### src/rtl/kf76489_bus_interface.sv
// CPU-side write decoder for the KF76489 sound core: accepts CE/WE byte writes, decodes
// SN76489-style latch/data bytes and issues one-cycle register write strobes to the channels.
module kf76489_bus_interface #(
  parameter int unsigned WRITE_CYCLES = 32
) (
  input  logic       clock,
  input  logic       reset,
  input  logic       chip_enable_n,
  input  logic       write_enable_n,
  input  logic [7:0] data_bus,
  output logic       ready,
  output logic [7:0] internal_data_bus,
  output logic [2:0] write_frequency_h,
  output logic [2:0] write_frequency_l,
  output logic [3:0] write_attenuation,
  output logic       write_noise_control
);

  typedef enum logic [1:0] {StIdle, StBusy, StWaitRelease} state_e;

  localparam logic [7:0] BusyLoad = 8'(WRITE_CYCLES - 1);

  state_e     state_q, state_d;
  logic [7:0] count_q, count_d;
  logic [2:0] latched_q, latched_d;
  logic [7:0] idb_q, idb_d;
  logic [2:0] freq_h_q, freq_h_d;
  logic [2:0] freq_l_q, freq_l_d;
  logic [3:0] att_q, att_d;
  logic       noise_q, noise_d;
  logic       ready_q, ready_d;

  logic       write_req;
  logic [2:0] sel;
  logic [1:0] ch;

  assign write_req = !chip_enable_n && !write_enable_n;
  // Data bytes target whatever register the last latch byte selected.
  assign sel       = data_bus[7] ? data_bus[6:4] : latched_q;
  assign ch        = sel[2:1];

  always_comb begin
    state_d   = state_q;
    count_d   = count_q;
    latched_d = latched_q;
    idb_d     = idb_q;
    freq_h_d  = 3'b000;
    freq_l_d  = 3'b000;
    att_d     = 4'b0000;
    noise_d   = 1'b0;
    ready_d   = ready_q;

    unique case (state_q)
      StIdle: begin
        ready_d = 1'b1;
        if (write_req) begin
          state_d = StBusy;
          count_d = BusyLoad;
          ready_d = 1'b0;
          if (data_bus[7]) begin
            latched_d = data_bus[6:4];
          end
          if (sel[0]) begin
            att_d = 4'b0001 << ch;
            idb_d = {data_bus[3:0], 4'b0000};
          end else if (ch == 2'd3) begin
            noise_d = 1'b1;
            idb_d   = {data_bus[3:0], 4'b0000};
          end else if (data_bus[7]) begin
            freq_h_d = 3'b001 << ch;
            idb_d    = {data_bus[3:0], 4'b0000};
          end else begin
            freq_l_d = 3'b001 << ch;
            idb_d    = {data_bus[5:0], 2'b00};
          end
        end
      end
      StBusy: begin
        ready_d = 1'b0;
        if (count_q == 8'd0) begin
          ready_d = 1'b1;
          // A write still held after the busy window must be released before the next accept.
          state_d = write_req ? StWaitRelease : StIdle;
        end else begin
          count_d = count_q - 8'd1;
        end
      end
      StWaitRelease: begin
        ready_d = 1'b1;
        if (!write_req) begin
          state_d = StIdle;
        end
      end
      default: begin
        state_d = StIdle;
        ready_d = 1'b1;
      end
    endcase
  end

  always_ff @(posedge clock) begin
    if (reset) begin
      state_q   <= StIdle;
      count_q   <= 8'd0;
      latched_q <= 3'b000;
      idb_q     <= 8'h00;
      freq_h_q  <= 3'b000;
      freq_l_q  <= 3'b000;
      att_q     <= 4'b0000;
      noise_q   <= 1'b0;
      ready_q   <= 1'b1;
    end else begin
      state_q   <= state_d;
      count_q   <= count_d;
      latched_q <= latched_d;
      idb_q     <= idb_d;
      freq_h_q  <= freq_h_d;
      freq_l_q  <= freq_l_d;
      att_q     <= att_d;
      noise_q   <= noise_d;
      ready_q   <= ready_d;
    end
  end

  assign ready               = ready_q;
  assign internal_data_bus   = idb_q;
  assign write_frequency_h   = freq_h_q;
  assign write_frequency_l   = freq_l_q;
  assign write_attenuation   = att_q;
  assign write_noise_control = noise_q;

endmodule
### config.mk
export PLATFORM = sky130hd
export DESIGN_NAME = kf76489_bus_interface
export DESIGN_NICKNAME = d
export VERILOG_FILES = /design/src/rtl/kf76489_bus_interface.sv
export SDC_FILE = /design/constraint.sdc
export NUM_CORES = 1
export LEC_CHECK = 0
export BUFFER_PORTS_ARGS = -buffer_cell sky130_fd_sc_hd__buf_4
export CORE_UTILIZATION = 31
export DETAILED_ROUTE_END_ITERATION = 12
export PLACE_DENSITY = 0.6
export SETUP_SLACK_MARGIN = 0.2
export SKIP_CTS_REPAIR_TIMING = 1
export SLEW_MARGIN = 15
export SYNTH_ARGS = -nofsm -noshare
export SYNTH_HDL_FRONTEND = slang
export SYNTH_SLANG_ARGS = --single-unit
### constraint.sdc
create_clock -name clock -period 1.7 [get_ports clock]
set_input_delay 0.34 -clock clock [delete_from_list [all_inputs] [get_ports clock]]
set_output_delay 0.34 -clock clock [all_outputs]
set_load 0.005 [all_outputs]
== Yosys cells after proc, flatten, opt, wreduce, memory -nomap -nowiden ==
Cells that the tools add are included.
Word-level totals
  output and inout port bits: 20
  flip-flop bits (word level): 33
  logic and storage cells: 52
Operators by class
  eq/ne operators: 7
  reduce and logical (&&, ||, !) cells: 13
  multiplexer cells: 16
  shift-type cells: 2
  bitwise gates (word level): 4
  add/subtract/negate cells: 1
Operators by type and width (count)
  $mux W8: 5
  $pmux W8 S2: 1
  $reduce_or A6 Y1: 2
  $logic_not A8 Y1: 1
  $mux W2: 4
  $ne A2 B2 Y1 const B: 4
  $reduce_or A4 Y1: 2
  $sub A8 B1 Y8 const B: 1
  $pmux W2 S3: 1
  $reduce_and A3 Y1: 2
  $eq A2 B2 Y1 const B: 2
  $not A1 Y1: 4
  $shl A1 B2 Y4 const A: 1
  $mux W1: 3
  $mux W3: 1
  $shl A1 B2 Y3 const A: 1
  $eq A2 B1 Y1 const B: 1
  $logic_not A1 Y1: 2
  $logic_not A2 Y1: 1
  $pmux W1 S2: 1
  $reduce_and A2 Y1: 1
  $reduce_bool A2 Y1: 1
  $logic_and A1 B1 Y1: 1

== Logic depth before layout (Yosys ltp) ==
  word-level depth: 5
  depth in mapped cells: 6
  gate-level depth less buffers: 6

== Least setup slack after synthesis ==
Ideal clock, no wire load.
  path kind: register to register
  start point: reg count_q[0]
  end point: reg count_q[4]
  data required time: 1.578 ns
  path buffers: 0
  path slack: 0.086 ns
  arrival: 1.492 ns
  cell stages (with the launch flop): 7
  cell sequence: dfxtp_1 -> inv_1 -> ha_1 -> nor3b_1 -> a211oi_1 -> a21oi_1 -> a311o_1
On the way
  longest elaborated chain between the ends: 3
  elaborated cells between the ends (all ways): 6
  classes of those cells: add/sub (1); eq/ne (1); mux (2); reduce/logical (2)
RTL lines
  start, declared: line 24  | logic [7:0] count_q, count_d;
  start signal, assigned: line 114  | count_q <= count_d;
  $sub A8 B1 Y8 or $logic_not A8 Y1 (tied branches): line 85, 80
  $mux W8 or $ne A2 B2 Y1 (tied branches)
  $pmux W8 S2 or $reduce_and A3 Y1 (tied branches)
Parallel ways exist; a longest one is shown, timed or not. The select of a mux whose other input is x is not followed.
A chain may end at the register's enable or synchronous reset.

== Worst setup path in the final report ==
  start point: reg count_q[0]
  end point: reg count_q[5]
Same word-level chain as after synthesis.

==> run metrics <==
first-pass GRT wire length around 4700 µm; final core utilization 0.434; layout cell share with drive strength beyond 1 0.341; area leader, netlist dfxtp_1; critical path type reg -> reg; required time of the critical path ~1.9 ns; grt ovf 0; Starting Density 0.324; Worst Hold Launch data_bus[6]; TritonCTS clock tree yes; GRT Total Usage 0.143; Seq/Total Area, Yosys 0.476; Pint 1.27 mW; Clock power frac 0.328; Post-Syn Instances ~140; Setup-failing EPs final 0; delay-heaviest family, CP compound AO/OA/AOI/OAI gates; Die H 66.9 µm; pre-CTS setup slack 0.0464 ns; fin crit period ~1.6 ns; fin crit share 0.935; Antenna Nets Post-Route 0; hold depth 2; DRC 0; vias in the first global route 1046; Logic pwr share 0.198; Die X ~67 µm; CP max FO 5; RSZ-0062 raised after global routing yes; top cells by area, synth dfxtp_1, mux2i_1, nor2_1; H-tree depth 2; P_sw roughly 0.47 mW; YS warnings 0; per-cell routed wire length around 13 µm; crit-path cells inv_4 > ha_4 > nor4bb_4 > a221o_1 > or3_1 > a21boi_1; max-cap viol count 0; drt pass-1 iters 4; nets 190; P&R area growth vs syn 34.1%; largest net degree at the start of global routing 18; CTS root buf clkbuf_8; DR vias/cell 4.95; switching share of power 0.269; worst skew pair latency ~0.28 ns; largest stage delay on the critical path ~0.38 ns; Flop pwr share 0.474; core area 4030 µm²; Antenna Cells 0; setup ws final 0.110 ns; Yosys cell types 37; Buf/Inv on CP 1; Hold Path Class in -> reg; endpoint of the worst hold path write_frequency_h[0]$_SDFF_PP0_; Yosys reg bits 31; Reg-to-Reg Start count_q[0]$_SDFFE_PP0P_; Die Area ~4500 µm²; CTS max path bufs 2; clock skew just under 0.003 ns; R2R Setup Slk between 0.1 and 0.15 ns; Fmax achieved 0.629 GHz; Vias around 1100; # IOs 32; dpl hpwl 2170 µm; P per Cell Area just under 1000 nW/µm²; leak pwr around 0.74 nW; mean post-synth cell area roughly 9.5 µm²; Num CTS Buffers 5; fillers around 420; CP Capture Type flop; Synth top area share 0.476; Max Slew Vio Count 0; placer congestion estimate approximately 0.78; CTS Sinks 31; mapped cell area between 1000 and 1500 µm²; drt first-iter violations 35; Max VDD drop approximately 0.00057 V; slowest stage cell, crit path a221o_1; clock slew seen by the registers of the worst setup and hold paths approximately 0.060 ns; total power 1.73 mW; Port Buffer Count 29; status finished, final reports clean; reg2reg path depth 6; Final Hold Viols 0; TNS Setup 0 ns; R2R Path End count_q[5]$_SDFFE_PP0P_; initial antenna violation count 0; final WL 2920 µm; Cell Rows 23; Worst Setup Start Kind flop; Arrival @ worst endpoint around 1.8 ns
## logic make-up after synthesis
kind of cell	count (synthesis)	share of synthesized area
simple gates	55	0.222
mux	12	0.0959
flops	31	0.476
buf+inv	12	0.0422
other cells	1	0.00287
fa+ha+maj	2	0.0192
compound gates	22	0.128
xor+xnor	2	0.0134
## per-layer routing
metal / vias up / track usage / wire length [µm]
met2: 22 / 0.247 / 1490
li1: 557 / - / -
met5: - / 0 / 0
met1: 534 / 0.160 / 1300
met3: 6 / 0.0462 / 109
met4: 0 / 0.0559 / 30
## sequential cells by signal (all words and copies together), names as in the netlist
register,flops
count_q,8
internal_data_bus,6
write_attenuation,4
latched_q,3
write_frequency_h,3
write_frequency_l,3
state_q,2
ready,1
write_noise_control,1
## cell usage after synthesis
cell,number
a211oi_1,8
clkbuf_1,2
nor3b_1,1
o21a_1,1
or3_1,4
o21ai_0,2
nand3b_1,2
a221o_1,1
a221oi_1,2
dfxtp_1,31
nand2b_1,1
or2_4,1
ha_1,2
nand2_1,16
mux2i_1,8
nor3_1,3
conb_1,1
nor4_4,1
a21oi_1,3
a21boi_1,1
inv_1,6
or4_1,1
mux2_2,4
nor4bb_1,1
a211oi_2,1
buf_4,2
xor2_1,1
nor2_1,17
nand3_1,2
and2_1,1
xnor2_1,1
nand4b_1,1
buf_2,2
a311o_1,1
a22o_1,2
nor4_2,1
nor4_1,2
## power groups by stage
| stage | combinational, mW | clock, mW | sequential, mW |
|---|---|---|---|
| final | 0.343 | 0.569 | 0.821 |
| after global routing | 0.378 | 0.622 | 0.827 |
| after CTS | 0.298 | 0.590 | 0.817 |
| after detailed placement | 0.297 | 0 | 0.833 |
| after global placement | 0.287 | 0 | 0.830 |
| after floorplan | 0.211 | 0 | 0.825 |
## placed cells by master (no fill, tap or decap), types with 3 or more instances in the layout
cell type	netlist	routed
buf_4	2	37
dfxtp_1	31	29
nor2_1	17	17
nand2_1	16	16
mux2i_1	8	8
a211oi_1	8	7
clkbuf_8	0	6
or3_1	4	4
mux2_2	4	4
inv_1	6	4
nor3_1	3	3
a21oi_1	3	3
## worst max-delay path by stage
stage / cells after the start / end / startpoint / slack (ns)
finish: 6 / count_q[5]$_SDFFE_PP0P_ / count_q[0]$_SDFFE_PP0P_ / 0.11
global route: 6 / count_q[4]$_SDFFE_PP0P_ / count_q[0]$_SDFFE_PP0P_ / 0.03
CTS: 6 / count_q[5]$_SDFFE_PP0P_ / count_q[0]$_SDFFE_PP0P_ / 0.08
global placement: 5 / count_q[5]$_SDFFE_PP0P_ / write_enable_n / 0.09
detailed placement: 5 / count_q[5]$_SDFFE_PP0P_ / write_enable_n / 0.05
floorplan: 6 / count_q[5]$_SDFFE_PP0P_ / count_q[1]$_SDFFE_PP0P_ / 0.21
## cell type report
class	count	area, µm²	share of cell area
clock buffers	6	82.6	0.0472
inverters	6	27.5	0.0157
multi-input cells	95	672	0.384
clock inverters	1	5.00	0.00286
repair buffers	37	278	0.159
flip-flops and latches	31	623	0.356
well taps	50	62.6	0.0357
## stage by stage
| stage | cell area, µm² | hold WS (ns) | std cells |
|---|---|---|---|
| 2_1_floorplan | 1340 | 0.419 | 138 |
| 3_3_place_gp | 1610 | 0.458 | 214 |
| 3_5_place_dp | 1610 | 0.469 | 214 |
| 4_1_cts | 1700 | 0.266 | 221 |
| 5_1_grt | 1750 | 0.275 | 226 |
| 6_report | 1750 | 0.272 | 226 |
No activity file was read; power rests on OpenSTA's default activity.
